===== src/rtl/rx_bit_timer.sv =====
// Per-bit timing generator for one UART receive frame: mid-bit sample strobe,
// end-of-bit shift strobe, bit index / field type and a frame-done pulse.
//
// state | meaning
// ------+----------------------------------------------------------------
// IDLE  | waiting for enable_timer; checks and latches the configuration
// DELAY | START_DELAY cycles to line up with the input synchroniser
// RUN   | counting bit periods, emitting strobes
// HOLD  | frame finished or start refused; waits for enable_timer to drop
module rx_bit_timer #(
    parameter int PERIOD_W    = 14,
    parameter int SIZE_W      = 4,
    parameter int START_DELAY = 2
) (
    input  logic                clk,
    input  logic                rst,
    input  logic                enable_timer,
    input  logic [PERIOD_W-1:0] bit_period,
    input  logic [SIZE_W-1:0]   data_size,
    input  logic                parity_en,
    input  logic                two_stop,
    output logic                sample_strobe,
    output logic                shift_strobe,
    output logic                packet_done,
    output logic [SIZE_W:0]     bit_index,
    output logic [1:0]          field,
    output logic                busy,
    output logic                cfg_error
);

    typedef enum logic [1:0] {
        S_IDLE  = 2'd0,
        S_DELAY = 2'd1,
        S_RUN   = 2'd2,
        S_HOLD  = 2'd3
    } state_t;

    localparam int DELAY_INIT = (START_DELAY > 0) ? START_DELAY - 1 : 0;

    localparam logic [1:0] FIELD_IDLE   = 2'd0;
    localparam logic [1:0] FIELD_DATA   = 2'd1;
    localparam logic [1:0] FIELD_PARITY = 2'd2;
    localparam logic [1:0] FIELD_STOP   = 2'd3;

    state_t state_q;
    state_t state_d;

    logic [PERIOD_W-1:0] period_q;
    logic [SIZE_W-1:0]   size_q;
    logic                parity_q;
    logic                two_stop_q;

    logic [2:0]          dly_cnt;
    logic [PERIOD_W-1:0] cnt;
    logic [SIZE_W:0]     bit_cnt;
    logic                cfg_err_q;

    logic                cfg_ok;
    logic [SIZE_W+1:0]   frame_len;
    logic [SIZE_W+1:0]   last_idx;
    logic [PERIOD_W-1:0] half_period;
    logic                at_sample;
    logic                at_shift;
    logic                last_bit;

    assign cfg_ok = (bit_period >= PERIOD_W'(2)) && (data_size != '0);

    // Widened by two bits so data + parity + two stop bits never wraps.
    assign frame_len = (SIZE_W+2)'(size_q) + (SIZE_W+2)'(parity_q)
                     + (two_stop_q ? (SIZE_W+2)'(2) : (SIZE_W+2)'(1));
    assign last_idx  = frame_len - (SIZE_W+2)'(1);

    assign half_period = period_q >> 1;
    assign at_sample   = (cnt == half_period);
    assign at_shift    = (cnt == period_q);
    assign last_bit    = ({1'b0, bit_cnt} == last_idx);

    always_ff @(posedge clk) begin
        if (rst) begin
            state_q <= S_IDLE;
        end else begin
            state_q <= state_d;
        end
    end

    always_comb begin
        state_d = state_q;
        case (state_q)
            S_IDLE: begin
                if (enable_timer) begin
                    if (!cfg_ok) begin
                        state_d = S_HOLD;
                    end else if (START_DELAY == 0) begin
                        state_d = S_RUN;
                    end else begin
                        state_d = S_DELAY;
                    end
                end
            end
            S_DELAY: begin
                if (!enable_timer) begin
                    state_d = S_IDLE;
                end else if (dly_cnt == 3'd0) begin
                    state_d = S_RUN;
                end
            end
            S_RUN: begin
                if (!enable_timer) begin
                    state_d = S_IDLE;
                end else if (at_shift && last_bit) begin
                    state_d = S_HOLD;
                end
            end
            S_HOLD: begin
                if (!enable_timer) begin
                    state_d = S_IDLE;
                end
            end
            default: state_d = S_IDLE;
        endcase
    end

    // Configuration is frozen at start so mid-frame input changes are ignored.
    always_ff @(posedge clk) begin
        if (rst) begin
            period_q   <= '0;
            size_q     <= '0;
            parity_q   <= 1'b0;
            two_stop_q <= 1'b0;
            cfg_err_q  <= 1'b0;
        end else begin
            cfg_err_q <= 1'b0;
            if (state_q == S_IDLE && enable_timer) begin
                if (cfg_ok) begin
                    period_q   <= bit_period;
                    size_q     <= data_size;
                    parity_q   <= parity_en;
                    two_stop_q <= two_stop;
                end else begin
                    cfg_err_q <= 1'b1;
                end
            end
        end
    end

    always_ff @(posedge clk) begin
        if (rst) begin
            dly_cnt <= '0;
        end else if (state_q == S_IDLE) begin
            dly_cnt <= 3'(DELAY_INIT);
        end else if (state_q == S_DELAY && dly_cnt != 3'd0) begin
            dly_cnt <= dly_cnt - 3'd1;
        end
    end

    // Counters run only while staying in RUN; any entry or exit restarts them.
    always_ff @(posedge clk) begin
        if (rst) begin
            cnt     <= '0;
            bit_cnt <= '0;
        end else if (state_q != S_RUN || state_d != S_RUN) begin
            cnt     <= '0;
            bit_cnt <= '0;
        end else if (at_shift) begin
            cnt     <= PERIOD_W'(1);
            bit_cnt <= bit_cnt + (SIZE_W+1)'(1);
        end else begin
            cnt     <= cnt + PERIOD_W'(1);
        end
    end

    always_comb begin
        sample_strobe = 1'b0;
        shift_strobe  = 1'b0;
        packet_done   = 1'b0;
        bit_index     = '0;
        field         = FIELD_IDLE;
        busy          = (state_q == S_DELAY) || (state_q == S_RUN);
        cfg_error     = cfg_err_q;
        if (state_q == S_RUN) begin
            sample_strobe = at_sample;
            shift_strobe  = at_shift;
            packet_done   = at_shift && last_bit;
            bit_index     = bit_cnt;
            if ({1'b0, bit_cnt} < (SIZE_W+2)'(size_q)) begin
                field = FIELD_DATA;
            end else if (parity_q && ({1'b0, bit_cnt} == (SIZE_W+2)'(size_q))) begin
                field = FIELD_PARITY;
            end else begin
                field = FIELD_STOP;
            end
        end
    end

endmodule


===== config.mk =====
export PLATFORM = sky130hd
export DESIGN_NAME = rx_bit_timer
export DESIGN_NICKNAME = d
export VERILOG_FILES = /design/src/rtl/rx_bit_timer.sv
export SDC_FILE = /design/constraint.sdc
export NUM_CORES = 1
export LEC_CHECK = 0
export ABC_AREA = 1
export BUFFER_PORTS_ARGS = -buffer_cell sky130_fd_sc_hd__buf_2
export CAP_MARGIN = 0
export CORE_ASPECT_RATIO = 1.2
export CORE_MARGIN = 10
export CORE_UTILIZATION = 35
export DETAILED_ROUTE_END_ITERATION = 8
export GPL_TIMING_DRIVEN = 0
export PLACE_DENSITY = 0.62
export SLEW_MARGIN = 5
export SYNTH_ARGS = -nofsm -noshare
export SYNTH_HDL_FRONTEND = slang
export SYNTH_SLANG_ARGS = --single-unit

===== constraint.sdc =====
create_clock -name clk -period 5.3 [get_ports clk]
set_clock_uncertainty 0.2 [all_clocks]
set_input_delay 0.53 -clock clk [delete_from_list [all_inputs] [get_ports clk]]
set_output_delay 0.53 -clock clk [all_outputs]
set_load 0.02 [all_outputs]

======== Yosys cells after proc, flatten, opt, wreduce, memory -nomap -nowiden ========
Index checks and enable logic that the tools add are counted.
storage, ports and cells
  bits in registers ....................... 45
  output and inout port bits .............. 12
cells by class
  add/subtract/negate cells ............... 6
  $lt $le $gt $ge ......................... 2
  equal/unequal tests ..................... 9
  muxes and demuxes ....................... 20
  bitwise logic cells ..................... 1
  reduce and logical (&&, ||, !) cells .... 17
operators with widths
  kind                                                                                   count
  2-bit 2-to-1 mux                                                                       10
  14-bit by 1-bit adder with 14-bit output (second input constant)                       1
  14-bit by 13-bit equality test with 1-bit output                                       1
  14-bit equality test                                                                   1
  14-bit by 2-bit greater-or-equal comparator with 1-bit output (second input constant)  1
  1-bit 2-to-1 mux                                                                       8
  2-bit case mux with 4 select lines                                                     1
  5-bit by 2-bit adder with 6-bit output                                                 1
  5-bit by 6-bit equality test with 1-bit output                                         1
  2-bit OR reduction                                                                     3
  6-bit by 1-bit subtractor with 6-bit output (second input constant)                    1
  4-bit by 1-bit adder with 5-bit output                                                 1
  5-bit by 1-bit adder with 5-bit output (second input constant)                         1
  5-bit by 4-bit equality test with 1-bit output                                         1
  1-bit logical AND                                                                      5
  5-bit by 4-bit < comparator with 1-bit output                                          1
  5-bit 2-to-1 mux                                                                       1
  2-bit equality test (second input constant)                                            2
  2-bit != test (second input constant)                                                  2
  4-bit nonzero test                                                                     1
  3-bit zero test                                                                        1
  3-bit nonzero test                                                                     1
  3-bit OR reduction                                                                     1
  3-bit by 1-bit subtractor with 3-bit output (second input constant)                    1
  6 further kinds                                                                        7

======== Depth between registers and ports, before layout ========
  depth in word-level cells ............... 11
  depth in mapped cells ................... 21
  gate-level depth less buffers ........... 20

======== Least setup slack after synthesis ========
No wires, ideal clock.
  kind .................................... flip-flop to output port
  start point ............................. register size_q[0]
  end point ............................... output packet_done
  arrival ................................. 2.000 ns
  required time ........................... 4.570 ns
  slack ................................... 2.570 ns
  cell stages (with the launch flop) ...... 13
  path through ............................ dfxtp_1 > inv_1 > ha_1 > inv_1 > ha_1 > fa_1 > inv_1 > nand2_1 > nand2_1 > nor2_1 > nand2_1 > nor2_1 > and3_2
between the ends
  longest elaborated chain between the ends .. 6
ends and longest elaborated chain
  item                                            line  text
  start: declaration                              49    logic [SIZE_W-1:0] size_q;
  start signal: assignment                        136   size_q <= data_size;
  4-bit by 1-bit adder with 5-bit output          69    assign frame_len = (SIZE_W+2)'(size_q) + (SIZE_W+2)'(parity_q)
  5-bit by 2-bit adder with 6-bit output          70    + (two_stop_q ? (SIZE_W+2)'(2) : (SIZE_W+2)'(1));
  6-bit by 1-bit subtractor with 6-bit output     71    assign last_idx = frame_len - (SIZE_W+2)'(1);
  5-bit by 6-bit equality test with 1-bit output  76    assign last_bit = ({1'b0, bit_cnt} == last_idx);
  1-bit logical AND                               183   packet_done = at_shift && last_bit;
  1-bit 2-to-1 mux                                180   if (state_q == S_RUN) begin
  end: declaration                                24    output logic packet_done,
No other way between the ends.

======== Worst setup path after layout ========
Ends and elaborated chain as after synthesis.

==> flow_metrics.tcl <==
set metrics [dict create \
    dr.pass1.iters 4 \
    slew_headroom 0.681 \
    postLayoutCoreUtil 0.410 \
    grt_max_degree 14 \
    ir_drop_uv 103 \
    required_ns 4.57 \
    reg2reg_depth 18 \
    final_cell_mix "nand2_1 (72), inv_1 (70), dfxtp_1 (45), buf_2 (37), nor2_1 (35)" \
    grt_first_pass_wirelength_mm 11.8 \
    critPathArrivalTime_ns 2.63 \
    ctsResizeCount 0 \
    grt_pass1_vias 2593 \
    start_kind "flip-flop" \
    endpoint_kind "output port" \
    syn_avg_cell_area_sq_um 7.21 \
    fp-row-count 36 \
    syn_area_sq_um 2960 \
    synthCells 410 \
    initial_core_util 0.361 \
    cts_max_level 2 \
    maxCapViolCount 0 \
    syn-num-nets 454 \
    rsz0062_at_grt "no" \
    grt-ovfl-total 0 \
    min-delay-path-class "input port to flip-flop" \
    avgViaCountPerCell 4.65 \
    tritoncts "yes" \
    num_vias 2630 \
    hold_violations 0 \
    clk_path_buf_depth 2 \
    drc_errors 0 \
    core_area_sq_um 8200 \
    total_power_uw 820 \
    clk_latency_ns 0.31 \
    tightest_slew_ns 0.473 \
    dp_hpwl_mm 5.53 \
    postRouteWirelength_mm 6.80 \
    ys_seq_elements 45 \
    timing.fmax_mhz 298 \
    cts_made_buffers 5 \
    yosysWarnings 0 \
    hp-start "rst" \
    antenna_cells 0 \
    synth_seq_area_share 0.305 \
    io_buffers 34 \
    final.period_utilization 0.634 \
    io_pins 35 \
    grt.total_usage 0.111 \
    worstPathMaxFanout 3 \
    drv_slew 0 \
    clkTransAtPathRegs_ns 0.09 \
    synth.distinct_cells 38 \
    gp_congestion 0.878 \
    cts_sinks 45 \
    holdPathEnd "dly_cnt[0]" \
    path_class "flip-flop to output port" \
    fin_tns_setup_ns 0 \
    syn2layout_area_growth_pct 13.6 \
    reg2reg_to "cnt[6]" \
    drt_iter0_drc 73 \
    detail-route-antenna-nets 0 \
    ctsHoldBuffers 0 \
    power.density_nw_per_um2 244 \
    status "completed" \
    layout-drive-gt1-share 0.171 \
    whs_path_depth 2 \
    dieArea_sq_um 12500 \
    wl_per_cell_um 12.0 \
    final_common_cell "nand2_1" \
    root_buffer "clkbuf_8" \
    cts_setup_buffers 0 \
    regToRegStartpoint "size_q[0]" \
    fp.dieH_um 121 \
    p_leak_uw 0.00149 \
    die_w_um 104 \
    fin_crit_ns 3.36 \
    fillers 914 \
    setup_viol 0 \
    hold_ws_ns 0.237 \
    nNetsFinal 495 \
    rrSetupSlack_ns 2.36 \
    antenna_found_initial 0 \
]
## worst max-delay path by stage
| stage | from | end | slack, ns |
|---|---|---|---|
| after detailed placement | size_q[0] | packet_done | 2.32 |
| after global routing | size_q[0] | packet_done | 1.75 |
| final | size_q[0] | packet_done | 1.94 |
| after floorplan | size_q[0] | packet_done | 2.57 |
| after CTS | size_q[0] | packet_done | 1.95 |
| after global placement | size_q[0] | packet_done | 2.28 |
## critical path, cell delays in order, from the launching register on
cell	delay, ns
dfxtp_1	0.37
inv_1	0.07
ha_1	0.27
inv_1	0.04
ha_1	0.21
fa_1	0.53
inv_1	0.05
nand2_1	0.07
nand2_1	0.06
nor2_1	0.09
nand2_1	0.05
nor2_1	0.14
and3_2	0.20
buf_2	0.16
## layout make-up
type,count,area [sq um],share of cell area
plain buffers,12,72.6,0.0216
clock buffers,6,82.6,0.0246
clock inverters,1,7.51,0.00223
inverters,75,282,0.0838
multi-input cells,278,1700,0.507
flip-flops and latches,45,901,0.268
well taps,114,143,0.0425
repair buffers,34,170,0.0507
## through the flow
step                cell area, sq um  cells  setup slack, ns
floorplan                       2960    410             2.57
global placement                3270    558             2.28
detailed placement              3270    558             2.32
CTS                             3360    565             1.95
global route                    3360    565             1.75
finish                          3360    565             1.94
## cell families (layout without fill, tap and decap cells)
logic type	after synthesis	in the layout	synth area share
AO/OA/AOI/OAI	71	71	0.131
XOR/XNOR	26	26	0.0821
adder cells (fa/ha/maj)	21	21	0.0914
buffers and inverters	87	128	0.120
flip-flops	45	45	0.305
AND/OR/NAND/NOR	160	160	0.271
## power by group
group | internal (uW) | switching [uW]
clock | 103 | 124
combinational | 83.9 | 138
sequential | 357 | 14.2
## state kept, by name, indices dropped and copies added, names as in the netlist
signal	flops
cnt	14
period_q	14
bit_cnt	5
size_q	4
dly_cnt	3
state_q	2
cfg_error	1
parity_q	1
two_stop_q	1
## cell usage after synthesis (all sizes together)
master	n	area, sq um
a2111oi	1	8.76
a211oi	1	7.51
a21oi	31	159
a221oi	2	17.5
a31oi	1	6.26
and3	1	7.51
buf	9	61.3
clkbuf	3	11.3
dfxtp	45	901
fa	1	20.0
ha	20	250
inv	75	282
nand2	75	294
nand3	20	118
nand4	6	43.8
nor2	49	283
nor3	5	30.0
nor4	4	25.0
o2111ai	1	8.76
o21ai	26	130
o22ai	8	50.1
xnor2	13	129
xor2	13	114
## per-layer routing
| metal | GRT usage | share of wire |
|---|---|---|
| met4 | 0.0287 | 0.011 |
| met3 | 0.0255 | 0.032 |
| met1 | 0.132 | 0.48 |
| met5 | 0 | 0 |
| met2 | 0.198 | 0.48 |
(Power assumes the default switching activity.)
